File: src/rtl/sccb_init_seq_if.sv
// sccb_init_seq_if: sequencer <-> sccb_fsm control, tx, busy and rx streams.
// master = sequencer side, slave = sccb_fsm side.
interface sccb_init_seq_if #(
   parameter int DATA_W = 8
);
   logic              trans_type;
   logic [1:0]        phase_amt;
   logic              ctrl_vld;
   logic              ctrl_rdy;
   logic [DATA_W-1:0] tx_sub_adr;
   logic              tx_sub_adr_vld;
   logic              tx_sub_adr_rdy;
   logic [DATA_W-1:0] tx_data;
   logic              tx_data_vld;
   logic              tx_data_rdy;
   logic              fsm_busy;
   logic [DATA_W-1:0] rx_data;
   logic              rx_vld;
   logic              rx_rdy;

   modport master (
      output trans_type, phase_amt, ctrl_vld,
      output tx_sub_adr, tx_sub_adr_vld,
      output tx_data, tx_data_vld, rx_rdy,
      input  ctrl_rdy, tx_sub_adr_rdy, tx_data_rdy,
      input  fsm_busy, rx_data, rx_vld
   );

   modport slave (
      input  trans_type, phase_amt, ctrl_vld,
      input  tx_sub_adr, tx_sub_adr_vld,
      input  tx_data, tx_data_vld, rx_rdy,
      output ctrl_rdy, tx_sub_adr_rdy, tx_data_rdy,
      output fsm_busy, rx_data, rx_vld
   );
endinterface

File: src/rtl/sccb_init_seq.sv
// sccb_init_seq: walks a {sub_adr,data} init table, one SCCB write per entry.
// Build option SEQ_VERIFY_EN: read every register back and compare.
module sccb_init_seq #(
   parameter int DATA_W   = 8,
   parameter int TBL_AW   = 8,
   parameter int DLY_UNIT = 1000,
   parameter int TOUT_CYC = 65535
) (
   input  logic                clk,
   input  logic                rst_n,
   input  logic                start_i,
   output logic                busy_o,
   output logic                done_o,
   output logic                err_o,
   output logic [TBL_AW-1:0]   err_idx_o,
   output logic [TBL_AW-1:0]   tbl_addr_o,
   input  logic [2*DATA_W-1:0] tbl_data_i,
   sccb_init_seq_if.master     fsm
);
   typedef enum logic [3:0] {
      S_IDLE, S_FETCH, S_DECODE, S_ISSUE, S_DELAY,
      S_WAIT_H, S_WAIT_L, S_NEXT, S_DONE, S_ERR
   } state_t;

   localparam logic [DATA_W-1:0] ONES  = '1;
   localparam logic [DATA_W-1:0] DMARK = {{(DATA_W-1){1'b1}}, 1'b0};
   localparam logic [31:0] TOUT_M1 = 32'(TOUT_CYC - 1);
   localparam logic [31:0] DLY_U   = 32'(DLY_UNIT);

   state_t            state;
   logic [TBL_AW-1:0] idx;
   logic [31:0]       dcnt;
   logic [31:0]       tcnt;
   logic [DATA_W-1:0] sub;
   logic [DATA_W-1:0] dat;
   logic [31:0]       dly_len;
   logic              is_end;
   logic              is_dly;
   logic              is_wr;
   logic              tout;

   assign sub     = tbl_data_i[2*DATA_W-1:DATA_W];
   assign dat     = tbl_data_i[DATA_W-1:0];
   assign is_end  = (sub == ONES) && (dat == ONES);
   assign is_dly  = (sub == DMARK);
   assign is_wr   = !is_end && !is_dly;
   assign dly_len = 32'(dat) * DLY_U;
   assign tout    = (tcnt >= TOUT_M1);

`ifdef SEQ_VERIFY_EN
   typedef enum logic [1:0] {ST_WR, ST_VWR, ST_RD} step_t;

   step_t             step;
   logic [DATA_W-1:0] wdata;
   logic [DATA_W-1:0] rx_val;
   logic              rx_got;
   logic              rd_wait;
   logic              rx_acc;
   logic              rx_ok;
   logic              unused_ok;

   assign rd_wait = (state == S_WAIT_H || state == S_WAIT_L)
                 && (step == ST_RD);
   assign rx_acc  = rd_wait && fsm.rx_vld;
   assign rx_ok   = rx_acc ? (fsm.rx_data == wdata)
                           : (rx_got && rx_val == wdata);
   assign fsm.rx_rdy = rd_wait;
   assign unused_ok  = ^{fsm.tx_sub_adr_rdy, fsm.tx_data_rdy};
`else
   logic unused_ok;

   assign fsm.rx_rdy = 1'b1;
   assign unused_ok  = ^{fsm.tx_sub_adr_rdy, fsm.tx_data_rdy,
                         fsm.rx_data, fsm.rx_vld};
`endif

   // table walk, fsm stream drive, delay/timeout counters and status
   always_ff @(posedge clk or negedge rst_n) begin
      if (!rst_n) begin
         state              <= S_IDLE;
         idx                <= '0;
         dcnt               <= '0;
         tcnt               <= '0;
         busy_o             <= 1'b0;
         done_o             <= 1'b0;
         err_o              <= 1'b0;
         err_idx_o          <= '0;
         tbl_addr_o         <= '0;
         fsm.trans_type     <= 1'b0;
         fsm.phase_amt      <= 2'd0;
         fsm.ctrl_vld       <= 1'b0;
         fsm.tx_sub_adr     <= '0;
         fsm.tx_sub_adr_vld <= 1'b0;
         fsm.tx_data        <= '0;
         fsm.tx_data_vld    <= 1'b0;
`ifdef SEQ_VERIFY_EN
         step               <= ST_WR;
         wdata              <= '0;
         rx_got             <= 1'b0;
         rx_val             <= '0;
`endif
      end else begin
`ifdef SEQ_VERIFY_EN
         if (rx_acc) begin
            rx_got <= 1'b1;
            rx_val <= fsm.rx_data;
         end
`endif
         unique case (state)
            S_IDLE, S_DONE, S_ERR: begin
               if (start_i) begin
                  state      <= S_FETCH;
                  idx        <= '0;
                  tbl_addr_o <= '0;
                  busy_o     <= 1'b1;
                  done_o     <= 1'b0;
                  err_o      <= 1'b0;
               end
            end
            S_FETCH: state <= S_DECODE;
            S_DECODE: begin
               unique case (1'b1)
                  is_end: begin
                     state  <= S_DONE;
                     busy_o <= 1'b0;
                     done_o <= 1'b1;
                  end
                  // fetch/decode overhead is folded into the delay
                  is_dly: begin
                     if (dly_len <= 32'd3) begin
                        state <= S_NEXT;
                     end else begin
                        dcnt  <= dly_len - 32'd3;
                        state <= S_DELAY;
                     end
                  end
                  is_wr: begin
                     state              <= S_ISSUE;
                     fsm.trans_type     <= 1'b1;
                     fsm.phase_amt      <= 2'd3;
                     fsm.tx_sub_adr     <= sub;
                     fsm.tx_data        <= dat;
                     fsm.ctrl_vld       <= 1'b1;
                     fsm.tx_sub_adr_vld <= 1'b1;
                     fsm.tx_data_vld    <= 1'b1;
`ifdef SEQ_VERIFY_EN
                     step               <= ST_WR;
                     wdata              <= dat;
`endif
                  end
               endcase
            end
            S_DELAY: begin
               if (dcnt <= 32'd1) state <= S_NEXT;
               else dcnt <= dcnt - 32'd1;
            end
            S_ISSUE: begin
               if (fsm.ctrl_rdy) begin
                  fsm.ctrl_vld       <= 1'b0;
                  fsm.tx_sub_adr_vld <= 1'b0;
                  fsm.tx_data_vld    <= 1'b0;
                  tcnt               <= 32'd1;
                  state              <= S_WAIT_H;
               end
            end
            S_WAIT_H, S_WAIT_L: begin
               if (tout) begin
                  state     <= S_ERR;
                  busy_o    <= 1'b0;
                  err_o     <= 1'b1;
                  err_idx_o <= idx;
               end else begin
                  tcnt <= tcnt + 32'd1;
                  if (state == S_WAIT_H && fsm.fsm_busy) begin
                     state <= S_WAIT_L;
                  end else if (state == S_WAIT_L && !fsm.fsm_busy) begin
`ifdef SEQ_VERIFY_EN
                     unique case (step)
                        ST_WR: begin
                           step               <= ST_VWR;
                           state              <= S_ISSUE;
                           fsm.trans_type     <= 1'b1;
                           fsm.phase_amt      <= 2'd2;
                           fsm.ctrl_vld       <= 1'b1;
                           fsm.tx_sub_adr_vld <= 1'b1;
                        end
                        ST_VWR: begin
                           step           <= ST_RD;
                           state          <= S_ISSUE;
                           fsm.trans_type <= 1'b0;
                           fsm.phase_amt  <= 2'd2;
                           fsm.ctrl_vld   <= 1'b1;
                           rx_got         <= 1'b0;
                        end
                        default: begin
                           if (rx_ok) begin
                              state <= S_NEXT;
                           end else begin
                              state     <= S_ERR;
                              busy_o    <= 1'b0;
                              err_o     <= 1'b1;
                              err_idx_o <= idx;
                           end
                        end
                     endcase
`else
                     state <= S_NEXT;
`endif
                  end
               end
            end
            S_NEXT: begin
               if (&idx) begin
                  state  <= S_DONE;
                  busy_o <= 1'b0;
                  done_o <= 1'b1;
               end else begin
                  idx        <= idx + 1'b1;
                  tbl_addr_o <= idx + 1'b1;
                  state      <= S_FETCH;
               end
            end
            default: state <= S_IDLE;
         endcase
      end
   end
endmodule

File: src/flat_wrapper.sv
// flat-port wrapper written by rule: the top's interface ports become plain ports
module sccb_init_seq_flat 
#(
   parameter int DATA_W   = 8,
   parameter int TBL_AW   = 8,
   parameter int DLY_UNIT = 1000,
   parameter int TOUT_CYC = 65535
)
  (clk, rst_n, start_i, busy_o, done_o, err_o, err_idx_o, tbl_addr_o, tbl_data_i, fsm_trans_type, fsm_phase_amt, fsm_ctrl_vld, fsm_tx_sub_adr, fsm_tx_sub_adr_vld, fsm_tx_data, fsm_tx_data_vld, fsm_rx_rdy, fsm_ctrl_rdy, fsm_tx_sub_adr_rdy, fsm_tx_data_rdy, fsm_fsm_busy, fsm_rx_data, fsm_rx_vld);
  sccb_init_seq_if #(.DATA_W(DATA_W)) fsm_i ();
  input  logic clk;
  input  logic rst_n;
  input  logic start_i;
  output logic busy_o;
  output logic done_o;
  output logic err_o;
  output logic [TBL_AW-1:0] err_idx_o;
  output logic [TBL_AW-1:0] tbl_addr_o;
  input  logic [2*DATA_W-1:0] tbl_data_i;
  output wire logic [$bits(fsm_i.trans_type)-1:0] fsm_trans_type;
  output wire logic [$bits(fsm_i.phase_amt)-1:0] fsm_phase_amt;
  output wire logic [$bits(fsm_i.ctrl_vld)-1:0] fsm_ctrl_vld;
  output wire logic [$bits(fsm_i.tx_sub_adr)-1:0] fsm_tx_sub_adr;
  output wire logic [$bits(fsm_i.tx_sub_adr_vld)-1:0] fsm_tx_sub_adr_vld;
  output wire logic [$bits(fsm_i.tx_data)-1:0] fsm_tx_data;
  output wire logic [$bits(fsm_i.tx_data_vld)-1:0] fsm_tx_data_vld;
  output wire logic [$bits(fsm_i.rx_rdy)-1:0] fsm_rx_rdy;
  input wire logic [$bits(fsm_i.ctrl_rdy)-1:0] fsm_ctrl_rdy;
  input wire logic [$bits(fsm_i.tx_sub_adr_rdy)-1:0] fsm_tx_sub_adr_rdy;
  input wire logic [$bits(fsm_i.tx_data_rdy)-1:0] fsm_tx_data_rdy;
  input wire logic [$bits(fsm_i.fsm_busy)-1:0] fsm_fsm_busy;
  input wire logic [$bits(fsm_i.rx_data)-1:0] fsm_rx_data;
  input wire logic [$bits(fsm_i.rx_vld)-1:0] fsm_rx_vld;
  assign fsm_trans_type = fsm_i.trans_type;
  assign fsm_phase_amt = fsm_i.phase_amt;
  assign fsm_ctrl_vld = fsm_i.ctrl_vld;
  assign fsm_tx_sub_adr = fsm_i.tx_sub_adr;
  assign fsm_tx_sub_adr_vld = fsm_i.tx_sub_adr_vld;
  assign fsm_tx_data = fsm_i.tx_data;
  assign fsm_tx_data_vld = fsm_i.tx_data_vld;
  assign fsm_rx_rdy = fsm_i.rx_rdy;
  assign fsm_i.ctrl_rdy = fsm_ctrl_rdy;
  assign fsm_i.tx_sub_adr_rdy = fsm_tx_sub_adr_rdy;
  assign fsm_i.tx_data_rdy = fsm_tx_data_rdy;
  assign fsm_i.fsm_busy = fsm_fsm_busy;
  assign fsm_i.rx_data = fsm_rx_data;
  assign fsm_i.rx_vld = fsm_rx_vld;
  sccb_init_seq #(.DATA_W(DATA_W), .TBL_AW(TBL_AW), .DLY_UNIT(DLY_UNIT), .TOUT_CYC(TOUT_CYC)) u_core (.clk(clk), .rst_n(rst_n), .start_i(start_i), .busy_o(busy_o), .done_o(done_o), .err_o(err_o), .err_idx_o(err_idx_o), .tbl_addr_o(tbl_addr_o), .tbl_data_i(tbl_data_i), .fsm(fsm_i));
endmodule
File: config.mk
export PLATFORM = sky130hd
export DESIGN_NAME = sccb_init_seq_flat
export DESIGN_NICKNAME = d
export VERILOG_FILES = /design/src/rtl/sccb_init_seq_if.sv /design/src/rtl/sccb_init_seq.sv /design/src/flat_wrapper.sv
export SDC_FILE = /design/constraint.sdc
export NUM_CORES = 1
export LEC_CHECK = 0
export ABC_CLOCK_PERIOD_IN_PS = 2900
export CORE_ASPECT_RATIO = 0.8
export CORE_UTILIZATION = 59
export CTS_CLUSTER_DIAMETER = 100
export DETAILED_ROUTE_END_ITERATION = 10
export DONT_BUFFER_PORTS = 1
export PLACE_DENSITY_LB_ADDON = 0.15
export SYNTH_ARGS = -nofsm -noshare
export SYNTH_HDL_FRONTEND = slang
export SYNTH_SLANG_ARGS = --single-unit
File: constraint.sdc
create_clock -name clk -period 2.9 [get_ports clk]
set_clock_uncertainty 0.15 [all_clocks]
set_input_delay 0.435 -clock clk [delete_from_list [all_inputs] [get_ports clk]]
set_output_delay 0.435 -clock clk [all_outputs]
set_load 0.005 [all_outputs]
* Yosys cells after proc, flatten, opt, wreduce, memory -nomap -nowiden
Cells that the tools add are included.
Word-level totals: register bits 106, word-level logic and storage cells 108
Cells by class: add/subtract/negate cells 4, multiply operators 1, order comparisons 3, equal/unequal tests 25, muxes and demuxes 34, reduce and logical (&&, ||, !) cells 28
Operators with widths (count):
- 2-to-1 mux 32 bit | 5
- one-hot mux 32 bit (2 select lines) | 2
- adder 32 x 1 -> 32 bit (second input constant) | 1
- greater-or-equal comparator 32 x 16 -> 1 bit (second input constant) | 1
- <= comparator 32 x 1 -> 1 bit (second input constant) | 1
- subtractor 32 x 1 -> 32 bit (second input constant) | 1
- 2-to-1 mux 4 bit | 7
- one-hot mux 4 bit (7 select lines) | 1
- == test 8 bit (second input constant) | 3
- subtractor 18 x 2 -> 19 bit (second input constant) | 1
- <= comparator 18 x 2 -> 1 bit (second input constant) | 1
- == test 4 x 3 -> 1 bit (second input constant) | 4
- 2-to-1 mux 8 bit | 2
- one-hot mux 8 bit (2 select lines) | 1
- multiplier 8 x 7 -> 15 bit (second input constant) | 1
- != test 2 x 1 -> 1 bit (second input constant) | 6
- != test 2 bit (second input constant) | 6
- one-hot mux 4 bit (3 select lines) | 1
- AND reduction 3 bit | 4
- AND reduction 4 bit | 3
- 2-to-1 mux 1 bit | 10
- nonzero test 2 bit | 5
- adder 8 x 1 -> 8 bit (second input constant) | 1
- == test 4 x 2 -> 1 bit (second input constant) | 2
- 17 further kinds | 25

* Depth between registers and ports, before layout
depth after elaboration 6, gate-level depth with buffers 18, mapped depth without buffers 16

* Worst setup path before layout
Ideal clock, no wire load.
kind input to register, start point in tbl_data_i[1], end point reg u_core.dcnt[16], library setup time 0.121 ns, arrival 4.841 ns, required time 2.629 ns, setup slack -2.211 ns, stages on the path 15, cells stage by stage fa_1 -> inv_1 -> fa_1 -> fa_1 -> fa_1 -> inv_1 -> ha_1 -> a21oi_1 -> o21ai_1 -> a31o_2 -> xnor2_1 -> nand4_1 -> or4_1 -> a32o_1 -> a22o_1
Between the ends: longest elaborated chain between the ends 5
RTL lines:
- start, declared | line flat_wrapper.sv:19 | input logic [2*DATA_W-1:0] tbl_data_i;
- multiplier 8 x 7 -> 15 bit (*) | line sccb_init_seq.sv:47 | assign dly_len = 32'(dat) * DLY_U;
- subtractor 18 x 2 -> 19 bit | line sccb_init_seq.sv:133 | dcnt <= dly_len - 32'd3;
- 2-to-1 mux 32 bit | line sccb_init_seq.sv:130 | if (dly_len <= 32'd3) begin
- 2-to-1 mux 32 bit | line sccb_init_seq.sv:122 | unique case (1'b1)
- one-hot mux 32 bit (2 select lines) | line sccb_init_seq.sv:109 | unique case (state)
- end signal, assigned | line sccb_init_seq.sv:133
- end signal, assigned | line sccb_init_seq.sv:155 | else dcnt <= dcnt - 32'd1;
- end, declared | line sccb_init_seq.sv:32 | logic [31:0] dcnt;
Mark *: on every way between the ends. The rest lies on a longest branch, timed or not. The select of a mux whose other input is x is not followed. A chain may end at the register's enable or synchronous reset.

* Worst setup path in the final report
Ends and elaborated chain as after synthesis.

==> results.py <==
metrics = {
    "outcome": {
        "status": "finished, violations left",
        "violations": "negative hold slack, negative setup slack",
    },
    "final_layout": {
        "fillers": 840,
        "fin_nets": 928,
        "antenna_cells": 0,
        "syn_to_final_growth_pct": 20.1,
        "regArea_mm2": 0.00263,
        "fin_util_pct": 73.6,
        "multiInputGateArea_mm2": 0.00447,
        "drive_gt1_share_pct": 23.8,
    },
    "drt": {
        "wl_per_cell_um": 18.1,
        "first_pass_iters": 5,
        "antenna_left": 0,
        "drt-met1-wl_mm": 7.83,
        "first_iter_violations": 470,
        "met3_length_mm": 1.06,
        "dr_total_vias": 6158,
        "wirelength_mm": 17.8,
        "via_per_inst": 6.26,
        "met2_length_mm": 8.52,
        "highest_layer": "met4",
        "drc": 0,
    },
    "critical_path": {
        "crit_type": "input pin to flip-flop",
        "cp.buffers_inverters": 2,
        "cp.required_ns": 3.00,
        "crit_path_frequent_cell": "fa_1",
        "crit_family": "adder cells",
        "slowest_stage": "fa_2",
        "cp_max_fo": 10,
        "startpoint_type": "input pin",
        "critPathMaxStageDelay_ns": 0.55,
        "cp-end-kind": "flip-flop",
        "worstPathCellList": "fa_1, inv_1, fa_1, fa_1, fa_2, inv_2, ha_4, o211ai_1, o21ai_2, a31o_2, xnor2_2, nand4_1, or4_1, a32o_1, a22o_1",
        "cp.arrival_ns": 4.72,
    },
    "clock_network": {
        "clk_latency_ns": 0.35,
        "clk_pin_slew_ns": 0.08,
        "cts_buffers": 9,
        "clock-root-buffer": "clkbuf_16",
        "clkSinkCount": 105,
        "htreeDepth": 3,
        "clockBufferDepth": 2,
        "cts_tree": "yes",
    },
    "synthesis": {
        "synth_top_area_cell": "dfrtp_1",
        "ys_async_sr_fraction_pct": 100,
        "synth_edf_count": 0,
        "syn_area_per_cell_um2": 9.35,
        "yosysMostFrequentCell": "dfrtp_1",
        "synth_cell_types": 66,
        "synthFlopType": "dfrtp_1",
        "yosys_warnings": 0,
        "ys_ff_latch": 105,
        "synth_common_cells": "dfrtp_1 (105), nor2_1 (76), nand2_1 (53)",
        "synth_top_cell_area_share_pct": 36.8,
        "syn_nets": 861,
        "syn_inst": 764,
        "ys_seq_area_share_pct": 36.8,
        "synthTopCellsByArea": "dfrtp_1 (37%), ha_1 (7.7%), fa_1 (5.9%)",
        "syn_area_mm2": 0.00714,
    },
    "sta": {
        "setup_viol": 34,
        "final_hold_viol_count": 105,
        "hold_ws_ns": -0.374,
        "period_minus_slack_ns": 4.62,
        "max_slew_margin_pct": 57.0,
        "period_share_pct": 159,
        "slew_violations": 0,
        "fin_tns_setup_ns": -56.20,
        "timing.final.ws_setup_ns": -1.72,
        "rsz0062_at_grt": "true",
        "tightest_slew_ns": 0.640,
        "fmax_mhz": 217,
    },
    "place": {
        "io_buffers": 0,
        "dp_hpwl_mm": 12.5,
        "gp_congestion": 0.861,
    },
    "floorplanning": {
        "design.core.area_mm2": 0.0116,
        "chipWidth_um": 125,
        "num_io_pins": 74,
        "start_util_pct": 61.3,
        "dieArea_mm2": 0.0125,
        "fp.dieH_um": 100,
        "rows": 35,
    },
    "power_and_ir_drop": {
        "ir_drop_mv": 0.605,
        "power_frac_seq_pct": 26.3,
        "powerDensity_mw_per_mm2": 966,
        "p_clk_share_pct": 14.4,
        "intPower_w": 0.00492,
        "comb_power_share_pct": 59.3,
        "power_leakage_nw": 3.85,
        "p_sw_share_pct": 40.7,
        "p_switching_w": 0.00337,
    },
    "grt": {
        "grt_max_degree": 106,
        "antenna_found_initial": 0,
        "gr-usage-all-layers_pct": 29.4,
        "first_global_vias": 6162,
        "grt_pass1_wl_mm": 29.6,
        "grt-ovfl-total": 0,
    },
    "min_path": {
        "hp-class": "input pin to asynchronous set/reset pin",
    },
    "flow_run": {
        "max_cap_violations": 0,
    },
}
## worst register-to-register path, stage by stage, from the launching register on
cell and delay (ns):
dfrtp_1 0.51, inv_1 0.10, ha_1 0.30, o21ai_0 0.21, nor3_1 0.09, a31oi_2 0.48
buf_4 0.39, o22ai_1 0.16, a32o_1 0.24
## worst paths after layout
kind | startpoint | endpoint | slack [ns] | cells after the start
max | tbl_data_i[1] | u_core.dcnt[16] | -1.72 | 15
min reg2reg | u_core.tcnt[15] | u_core.tcnt[15] | 0.34 | 2
max reg2reg | u_core.dcnt[0] | u_core.dcnt[17] | 0.16 | 8
min in group clk | tbl_data_i[1] | u_core.fsm.tx_data[1] | 0.08 | 1
max in group asynchronous | rst_n | u_core.fsm.trans_type | 2.80 | 0
min | rst_n | u_core.dcnt[16] | -0.37 | 0
## layer usage
| layer | up-vias | track usage [%] |
|---|---|---|
| met5 | - | 0 |
| met4 | 0 | 9.01 |
| met2 | 219 | 49.3 |
| met3 | 40 | 6.08 |
| li1 | 2867 | - |
| met1 | 3032 | 38.6 |
## power groups by stage
stage	registers (W)	clock network, W	logic [W]
floorplan	0.00208	0	0.00303
global placement	0.00217	0	0.00425
detailed placement	0.00218	0	0.00440
CTS	0.00217	0.00122	0.00473
global route	0.00223	0.00125	0.00537
finish	0.00218	0.00119	0.00491
## cells in the final DEF (no fill, tap or decap), types with 4 or more instances in the layout
cell type,instances
a21o_1,5
a21oi_1,21
a21oi_2,5
a22o_1,6
a31oi_1,9
and3_1,9
buf_12,4
buf_4,84
buf_6,4
clkbuf_16,10
dfrtp_1,105
fa_1,20
ha_1,38
ha_4,6
inv_1,49
mux2_2,27
nand2_1,53
nand3_1,17
nand4_1,13
nor2_1,74
nor2b_1,14
nor3_1,27
nor4_1,14
o21ai_0,35
o21ai_2,4
o22ai_1,14
o22ai_2,7
o2bb2ai_1,15
or3_1,9
or4_1,8
xnor2_1,14
xor2_1,20
## cell families after synthesis
kind of cell | Yosys count | synth area share, %
compound gates | 170 | 16.3
xor+xnor | 37 | 4.73
fa+ha+maj | 65 | 13.6
buf+inv | 90 | 5.24
flops | 105 | 36.8
mux | 29 | 4.54
other cells | 1 | 0.0525
simple gates | 267 | 18.7
## what timing repair did
item | in CTS | in global routing
endpoints found under the hold margin | 105 | 105
cloned | 1 | 1
pin swaps | 16 | 7
gates resized for setup | 40 | 12
setup endpoints to repair | 34 | 34
buffers inserted | 6 | 1
## area by class of cell
class / count / share of cell area, %
clock buffer: 10 / 2.67
clock inverter: 6 / 0.671
inverter: 52 / 2.32
multi-input combinational: 569 / 52.1
sequential: 105 / 30.6
tap: 148 / 2.16
timing repair buffer: 94 / 9.43
## state kept, by name (all words and copies together), names as in the netlist
name,cells
u_core.done_o,1
u_core.busy_o,1
u_core.dcnt,32
u_core.fsm.tx_data,8
u_core.err_o,1
u_core.fsm.trans_type,1
u_core.tcnt,32
u_core.tbl_addr_o,8
u_core.err_idx_o,8
u_core.state,4
u_core.fsm.tx_sub_adr,8
u_core.fsm.tx_sub_adr_vld,1
## metrics by stage
stage	instances	worst slack (ns)	cell area (um^2)	power (W)	hold WS, ns
final	984	-1.72	8570	0.00828	-0.374
after detailed placement	960	-2.20	7940	0.00658	-0.00684
after CTS	982	-1.67	8470	0.00812	-0.394
after global routing	984	-1.87	8570	0.00885	-0.386
after floorplan	764	-2.02	7260	0.00511	-0.0106
after global placement	960	-2.04	7940	0.00642	-0.00743
(Power assumes the default switching activity.)
